$ cat config.mk
export PLATFORM = sky130hd
export DESIGN_NAME = simulador_planta_esteira_flat
export DESIGN_NICKNAME = d
export VERILOG_FILES = /design/src/rtl/simulador_planta_esteira_if.sv /design/src/rtl/simulador_planta_esteira.sv /design/src/flat_wrapper.sv
export SDC_FILE = /design/constraint.sdc
export NUM_CORES = 1
export LEC_CHECK = 0
export ABC_AREA = 1
export CAP_MARGIN = 20
export CORE_MARGIN = 1.5
export CORE_UTILIZATION = 57
export DETAILED_ROUTE_END_ITERATION = 8
export PLACE_DENSITY = 0.89
export SLEW_MARGIN = 30
export SYNTH_ARGS = -nofsm -noshare
export SYNTH_HDL_FRONTEND = slang
export SYNTH_SLANG_ARGS = --single-unit
$ cat constraint.sdc
create_clock -name CLK -period 4.71 [get_ports CLK]
set_input_delay 0.471 -clock CLK [delete_from_list [all_inputs] [get_ports CLK]]
set_output_delay 0.471 -clock CLK [all_outputs]
set_load 0.01 [all_outputs]
$ cat src/rtl/simulador_planta_esteira_if.sv
// Actuator/sensor bundle between the bottling controller and the plant.
// master = controller side, slave = plant emulator side.
interface simulador_planta_esteira_if;
  logic       TICK;
  logic       LED_MOTOR;
  logic       VALVULA_ENCHIMENTO;
  logic       ATUADOR_VEDACAO;
  logic       SENSOR_POS_ENCHIMENTO;
  logic       SENSOR_POS_CQ;
  logic       SENSOR_POS_LACRE;
  logic       SENSOR_GARRAFA_CHEIA;
  logic       GARRAFA_PRESENTE;
  logic [7:0] NIVEL;
  logic [7:0] POSICAO;
  logic [7:0] GARRAFAS_SAIDAS;
  logic       ERRO_DERRAME;
  logic       ERRO_VEDACAO;

  modport master (
    output TICK, LED_MOTOR,
    output VALVULA_ENCHIMENTO,
    output ATUADOR_VEDACAO,
    input  SENSOR_POS_ENCHIMENTO,
    input  SENSOR_POS_CQ,
    input  SENSOR_POS_LACRE,
    input  SENSOR_GARRAFA_CHEIA,
    input  GARRAFA_PRESENTE,
    input  NIVEL, POSICAO,
    input  GARRAFAS_SAIDAS,
    input  ERRO_DERRAME, ERRO_VEDACAO
  );

  modport slave (
    input  TICK, LED_MOTOR,
    input  VALVULA_ENCHIMENTO,
    input  ATUADOR_VEDACAO,
    output SENSOR_POS_ENCHIMENTO,
    output SENSOR_POS_CQ,
    output SENSOR_POS_LACRE,
    output SENSOR_GARRAFA_CHEIA,
    output GARRAFA_PRESENTE,
    output NIVEL, POSICAO,
    output GARRAFAS_SAIDAS,
    output ERRO_DERRAME, ERRO_VEDACAO
  );
endinterface

$ cat src/rtl/simulador_planta_esteira.sv
// Conveyor plant emulator: one bottle moving past filling,
// CQ and sealing stations, with spill / illegal-seal flags.
module simulador_planta_esteira #(
  parameter int D_ENCHIMENTO   = 8,
  parameter int D_CQ           = 16,
  parameter int D_LACRE        = 24,
  parameter int D_SAIDA        = 32,
  parameter int NIVEL_CHEIO    = 6,
  parameter int ATRASO_RECARGA = 4
) (
  input logic CLK,
  input logic RESET,
  simulador_planta_esteira_if.slave io
);
  localparam logic [0:0] CARREGANDO  = 1'b0;
  localparam logic [0:0] COM_GARRAFA = 1'b1;

  localparam logic [7:0] RECARGA_INI = 8'(ATRASO_RECARGA - 1);
  localparam logic [7:0] P_ENC   = 8'(D_ENCHIMENTO);
  localparam logic [7:0] P_CQ    = 8'(D_CQ);
  localparam logic [7:0] P_LACRE = 8'(D_LACRE);
  localparam logic [7:0] P_ULT   = 8'(D_SAIDA - 1);
  localparam logic [7:0] P_CHEIO = 8'(NIVEL_CHEIO);

  logic [0:0] state_q, state_d;
  logic [7:0] recarga_q, recarga_d;
  logic [7:0] posicao_q, posicao_d;
  logic [7:0] nivel_q, nivel_d;
  logic [7:0] saidas_q, saidas_d;
  logic       selada_q, selada_d;
  logic       derrame_q, derrame_d;
  logic       vedacao_q, vedacao_d;
  logic       ved_prev_q, ved_prev_d;
  logic       sen_enc_q, sen_enc_d;
  logic       sen_cq_q, sen_cq_d;
  logic       sen_lacre_q, sen_lacre_d;
  logic       cheia_q, cheia_d;
  logic       presente_q, presente_d;

  logic com, parado_enc, borda;
  logic com_d;

  always_comb begin
    state_d    = state_q;
    recarga_d  = recarga_q;
    posicao_d  = posicao_q;
    nivel_d    = nivel_q;
    saidas_d   = saidas_q;
    selada_d   = selada_q;
    derrame_d  = derrame_q;
    vedacao_d  = vedacao_q;
    ved_prev_d = io.ATUADOR_VEDACAO;

    com        = state_q == COM_GARRAFA;
    parado_enc = com && posicao_q == P_ENC
              && !io.LED_MOTOR;
    borda      = io.ATUADOR_VEDACAO && !ved_prev_q;

    // Seal edges are judged every CLK, not only on TICK.
    if (borda) begin
      if (parado_enc && cheia_q && !selada_q)
        selada_d = 1'b1;
      else
        vedacao_d = 1'b1;
    end

    if (io.TICK) begin
      if (io.VALVULA_ENCHIMENTO) begin
        if (parado_enc) begin
          if (nivel_q != 8'hFF)
            nivel_d = nivel_q + 8'd1;
        end else begin
          derrame_d = 1'b1;
        end
      end

      unique case (1'b1)
        !com: begin
          if (recarga_q == 8'd0) begin
            state_d   = COM_GARRAFA;
            posicao_d = 8'd0;
            nivel_d   = 8'd0;
            selada_d  = 1'b0;
          end else begin
            recarga_d = recarga_q - 8'd1;
          end
        end
        com && io.LED_MOTOR: begin
          if (posicao_q == P_ULT) begin
            state_d   = CARREGANDO;
            recarga_d = RECARGA_INI;
            posicao_d = 8'd0;
            nivel_d   = 8'd0;
            saidas_d  = saidas_q + 8'd1;
          end else begin
            posicao_d = posicao_q + 8'd1;
          end
        end
        default: ;
      endcase
    end

    // Sensors are registered copies of the next state.
    com_d       = state_d == COM_GARRAFA;
    presente_d  = com_d;
    sen_enc_d   = com_d && posicao_d == P_ENC;
    sen_cq_d    = com_d && posicao_d == P_CQ;
    sen_lacre_d = com_d && posicao_d == P_LACRE;
    cheia_d     = com_d && nivel_d >= P_CHEIO;
  end

  always_ff @(posedge CLK or negedge RESET) begin
    if (!RESET) begin
      state_q     <= CARREGANDO;
      recarga_q   <= RECARGA_INI;
      posicao_q   <= 8'd0;
      nivel_q     <= 8'd0;
      saidas_q    <= 8'd0;
      selada_q    <= 1'b0;
      derrame_q   <= 1'b0;
      vedacao_q   <= 1'b0;
      ved_prev_q  <= 1'b0;
      sen_enc_q   <= 1'b0;
      sen_cq_q    <= 1'b0;
      sen_lacre_q <= 1'b0;
      cheia_q     <= 1'b0;
      presente_q  <= 1'b0;
    end else begin
      state_q     <= state_d;
      recarga_q   <= recarga_d;
      posicao_q   <= posicao_d;
      nivel_q     <= nivel_d;
      saidas_q    <= saidas_d;
      selada_q    <= selada_d;
      derrame_q   <= derrame_d;
      vedacao_q   <= vedacao_d;
      ved_prev_q  <= ved_prev_d;
      sen_enc_q   <= sen_enc_d;
      sen_cq_q    <= sen_cq_d;
      sen_lacre_q <= sen_lacre_d;
      cheia_q     <= cheia_d;
      presente_q  <= presente_d;
    end
  end

  assign io.SENSOR_POS_ENCHIMENTO = sen_enc_q;
  assign io.SENSOR_POS_CQ         = sen_cq_q;
  assign io.SENSOR_POS_LACRE      = sen_lacre_q;
  assign io.SENSOR_GARRAFA_CHEIA  = cheia_q;
  assign io.GARRAFA_PRESENTE      = presente_q;
  assign io.NIVEL                 = nivel_q;
  assign io.POSICAO               = posicao_q;
  assign io.GARRAFAS_SAIDAS       = saidas_q;
  assign io.ERRO_DERRAME          = derrame_q;
  assign io.ERRO_VEDACAO          = vedacao_q;
endmodule

$ cat src/flat_wrapper.sv
// flat-port wrapper written by rule: the top's interface ports become plain ports
module simulador_planta_esteira_flat 
#(
  parameter int D_ENCHIMENTO   = 8,
  parameter int D_CQ           = 16,
  parameter int D_LACRE        = 24,
  parameter int D_SAIDA        = 32,
  parameter int NIVEL_CHEIO    = 6,
  parameter int ATRASO_RECARGA = 4
)
  (CLK, RESET, io_TICK, io_LED_MOTOR, io_VALVULA_ENCHIMENTO, io_ATUADOR_VEDACAO, io_SENSOR_POS_ENCHIMENTO, io_SENSOR_POS_CQ, io_SENSOR_POS_LACRE, io_SENSOR_GARRAFA_CHEIA, io_GARRAFA_PRESENTE, io_NIVEL, io_POSICAO, io_GARRAFAS_SAIDAS, io_ERRO_DERRAME, io_ERRO_VEDACAO);
  simulador_planta_esteira_if io_i ();
  input logic CLK;
  input logic RESET;
  input wire logic [$bits(io_i.TICK)-1:0] io_TICK;
  input wire logic [$bits(io_i.LED_MOTOR)-1:0] io_LED_MOTOR;
  input wire logic [$bits(io_i.VALVULA_ENCHIMENTO)-1:0] io_VALVULA_ENCHIMENTO;
  input wire logic [$bits(io_i.ATUADOR_VEDACAO)-1:0] io_ATUADOR_VEDACAO;
  output wire logic [$bits(io_i.SENSOR_POS_ENCHIMENTO)-1:0] io_SENSOR_POS_ENCHIMENTO;
  output wire logic [$bits(io_i.SENSOR_POS_CQ)-1:0] io_SENSOR_POS_CQ;
  output wire logic [$bits(io_i.SENSOR_POS_LACRE)-1:0] io_SENSOR_POS_LACRE;
  output wire logic [$bits(io_i.SENSOR_GARRAFA_CHEIA)-1:0] io_SENSOR_GARRAFA_CHEIA;
  output wire logic [$bits(io_i.GARRAFA_PRESENTE)-1:0] io_GARRAFA_PRESENTE;
  output wire logic [$bits(io_i.NIVEL)-1:0] io_NIVEL;
  output wire logic [$bits(io_i.POSICAO)-1:0] io_POSICAO;
  output wire logic [$bits(io_i.GARRAFAS_SAIDAS)-1:0] io_GARRAFAS_SAIDAS;
  output wire logic [$bits(io_i.ERRO_DERRAME)-1:0] io_ERRO_DERRAME;
  output wire logic [$bits(io_i.ERRO_VEDACAO)-1:0] io_ERRO_VEDACAO;
  assign io_i.TICK = io_TICK;
  assign io_i.LED_MOTOR = io_LED_MOTOR;
  assign io_i.VALVULA_ENCHIMENTO = io_VALVULA_ENCHIMENTO;
  assign io_i.ATUADOR_VEDACAO = io_ATUADOR_VEDACAO;
  assign io_SENSOR_POS_ENCHIMENTO = io_i.SENSOR_POS_ENCHIMENTO;
  assign io_SENSOR_POS_CQ = io_i.SENSOR_POS_CQ;
  assign io_SENSOR_POS_LACRE = io_i.SENSOR_POS_LACRE;
  assign io_SENSOR_GARRAFA_CHEIA = io_i.SENSOR_GARRAFA_CHEIA;
  assign io_GARRAFA_PRESENTE = io_i.GARRAFA_PRESENTE;
  assign io_NIVEL = io_i.NIVEL;
  assign io_POSICAO = io_i.POSICAO;
  assign io_GARRAFAS_SAIDAS = io_i.GARRAFAS_SAIDAS;
  assign io_ERRO_DERRAME = io_i.ERRO_DERRAME;
  assign io_ERRO_VEDACAO = io_i.ERRO_VEDACAO;
  simulador_planta_esteira #(.D_ENCHIMENTO(D_ENCHIMENTO), .D_CQ(D_CQ), .D_LACRE(D_LACRE), .D_SAIDA(D_SAIDA), .NIVEL_CHEIO(NIVEL_CHEIO), .ATRASO_RECARGA(ATRASO_RECARGA)) u_core (.CLK(CLK), .RESET(RESET), .io(io_i));
endmodule
==> reports/metrics.yaml <==
run_status:
  status: "finished clean"
cts:
  clock-root-buffer: "clkbuf_8"
  cts.sinks: 41
  ctsResizeCount: 0
  htreeDepth: 2
  holdBufCountCts: 0
  clockBufferDepth: 2
  post_cts_buffers: 0
  numCtsBuffers: 5
  clock_latency_ps: 300
  cts_tree: "built"
  cts.clk_slew.worst_paths_ps: 80
worst_setup_path:
  r2r-end: "u_core.io.GARRAFAS_SAIDAS[6]"
  critPathKind: "primary input to flop"
  startpoint: "io_TICK"
  crit_chain: "clkdlybuf4s50_1 > inv_1 > nor2_2 > nand4_2 > nor2_1 > nand2_1 > nor2_2 > nand2_1 > xnor2_1"
  rrSetupSlack_ps: 2570
  cp-start-kind: "primary input"
  crit_path_end_kind: "flop"
  timing.rr.start: "u_core.io.POSICAO[0]"
  max_stage_delay_ps: 660
  crit_required_ps: 4890
  crit_buf_inv: 2
  cpLargestDelayFamily: "simple AND/OR/NAND/NOR gates"
  crit_slowest_cell: "clkdlybuf4s50_1"
  arrival_ps: 2580
  r2r_cells: 9
  path_max_fanout: 15
floorplan:
  io_pins: 37
  rows: 22
  die_width_um: 66.2
  fp.dieArea_sq_um: 4390
  die_h_um: 66.2
  core_area_sq_um: 3740
  start_util: 0.609
logic_synthesis:
  ys_ff_latch: 41
  avgSynthCellArea_sq_um: 7.60
  synthesis.area_sq_um: 2280
  synthArstFlopShare: 1.00
  synth_nets: 311
  synth.distinct_cells: 31
  synth-seq-area-share: 0.451
  syn_inst: 300
  yosysWarnings: 0
  ys.flop_type: "dfrtp_1"
  synth_edf_count: 0
final_layout:
  stdcell_count: 390
  drive_gt1_frac: 0.0789
  nNetsFinal: 352
  final.fill_count: 278
  syn_to_final_growth_pct: 23.1
  diodes: 0
power_and_ir_drop:
  ir_drop_v: 0.000229
  p_leak_nw: 1.34
  power_mw: 1.02
  p_per_area_nw_per_um2: 365
global_routing:
  overflow: 0
  grt_pass1_vias: 1976
  grt_pass1_wl_mm: 8.74
  grt_max_degree: 42
  antenna_found_initial: 0
  grtUsageTotal: 0.259
sta:
  hold_viol: 0
  max_slew.worst_pin.slew_ps: 489
  finalSetupTns_ps: 0
  fin_crit_ps: 2400
  skew_ps: 4.96
  maxSlewViolCount: 0
  rsz0062_at_grt: "false"
  finalCritPeriodShare: 0.510
  relSlewSlack: 0.674
  setup_viol: 0
  clock.fmax_ghz: 0.417
run:
  drv_cap: 0
place:
  placedCellCount: 382
  gp_congestion: 0.884
  io_buffers: 36
  dp_hpwl_mm: 3.73
route:
  avgViaCountPerCell: 5.52
  drc: 0
  num_vias: 2151
  antenna_left: 0
  routed_wl_mm: 5.13
  post_drt_wl_per_cell_um: 13.2
  first_pass_iters: 4
  drt-initial-drc-count: 205
hold_path:
  hold_class: "primary input to asynchronous set/reset pin"
[logic make-up (layout without fill, tap and decap cells)]
family,Yosys count,in the layout,share of synthesized area
and+or+nand+nor,163,163,0.321
buffers and inverters,45,87,0.0763
DFF,41,41,0.451
AOI/OAI and AO/OA,36,36,0.0851
xor gates and xnor gates,9,9,0.0346
adders and majority gates,5,5,0.0274
muxes,1,1,0.00494
[power by group]
group	total [mW]	internal, mW	switching [mW]
clock	0.295	0.172	0.123
combinational	0.265	0.104	0.161
sequential	0.464	0.409	0.0550
total	1.02	0.685	0.339
[synthesized netlist by cell type, types with 3 or more instances]
cell     count  share of area
nor2_1      39          0.064
a21oi_1     11          0.024
o21ai_1      5          0.011
nand2_1     63           0.10
nand3_1     28          0.061
inv_1       41          0.068
nor2_2       6          0.016
o21ai_0     15          0.033
xnor2_1      3          0.012
nand4_1      7          0.019
xor2_1       6          0.023
ha_1         5          0.027
nor3_1      12          0.026
dfrtp_1     39           0.43
[cells in the final DEF, fill, tap and decap left out, drive strengths merged, types with 2 or more instances in the layout]
master and count:
dfrtp 39, clkdlybuf4s50 35, a21oi 11, nand2 65, clkbuf 6, ha 5
o21ai 21, xor2 6, dfstp 2, inv 43, nor3 12, nand3 29
nand4 8, nor2 46, xnor2 3
[worst max path at each step]
stage	end	cells past startpoint	slack, ps
6_report	u_core.io.GARRAFAS_SAIDAS[6]	9	2310
5_1_grt	u_core.io.GARRAFAS_SAIDAS[7]	7	2140
4_1_cts	u_core.io.GARRAFAS_SAIDAS[6]	9	2360
3_5_place_dp	u_core.io.GARRAFAS_SAIDAS[6]	9	2050
3_3_place_gp	u_core.io.GARRAFAS_SAIDAS[6]	9	2200
2_1_floorplan	u_core.io.SENSOR_GARRAFA_CHEIA	12	2970
[worst reg2reg max path: cells and delay by family (launching register included)]
kind / cells / cell delay (ps)
flip-flops: 1 / 440
XOR/XNOR: 1 / 140
AND/OR/NAND/NOR: 7 / 1240
adder cells (fa/ha/maj): 1 / 210
[layer usage]
layer,vias up,GRT usage,share of wire
met2,75,0.441,0.50
met5,-,0,0
met4,0,0.0816,0.018
met1,1011,0.332,0.43
met3,15,0.0494,0.053
li1,1050,-,-
[cell type report]
| type | instances | area (sq um) | area share |
|---|---|---|---|
| multi-input cells | 214 | 1080 | 0.384 |
| flip-flops and latches | 41 | 1030 | 0.367 |
| repair buffers | 36 | 358 | 0.128 |
| inverters | 43 | 161 | 0.0575 |
| clock buffers | 6 | 82.6 | 0.0294 |
| well taps | 48 | 60.1 | 0.0214 |
| clock inverters | 2 | 37.5 | 0.0134 |
[stage by stage]
step	hold slack, ps	util	area [sq um]	setup WS [ps]
2_1_floorplan	175	-	2280	2970
3_3_place_gp	443	0.717	2680	2200
3_5_place_dp	467	0.717	2680	2050
4_1_cts	321	0.749	2800	2360
5_1_grt	184	0.749	2810	2140
6_report	133	0.749	2810	2310
[sequential cells by signal, summed over array words and instances, names as in the netlist]
| signal | flops |
|---|---|
| u_core.com | 1 |
| u_core.io.ERRO_DERRAME | 1 |
| u_core.io.ERRO_VEDACAO | 1 |
| u_core.io.GARRAFAS_SAIDAS | 8 |
| u_core.io.NIVEL | 8 |
| u_core.io.POSICAO | 8 |
| u_core.io.SENSOR_GARRAFA_CHEIA | 1 |
| u_core.io.SENSOR_POS_CQ | 1 |
| u_core.io.SENSOR_POS_ENCHIMENTO | 1 |
| u_core.io.SENSOR_POS_LACRE | 1 |
| u_core.recarga_q | 8 |
| u_core.selada_q | 1 |
| u_core.ved_prev_q | 1 |
Power figures use the tool's default switching activity.
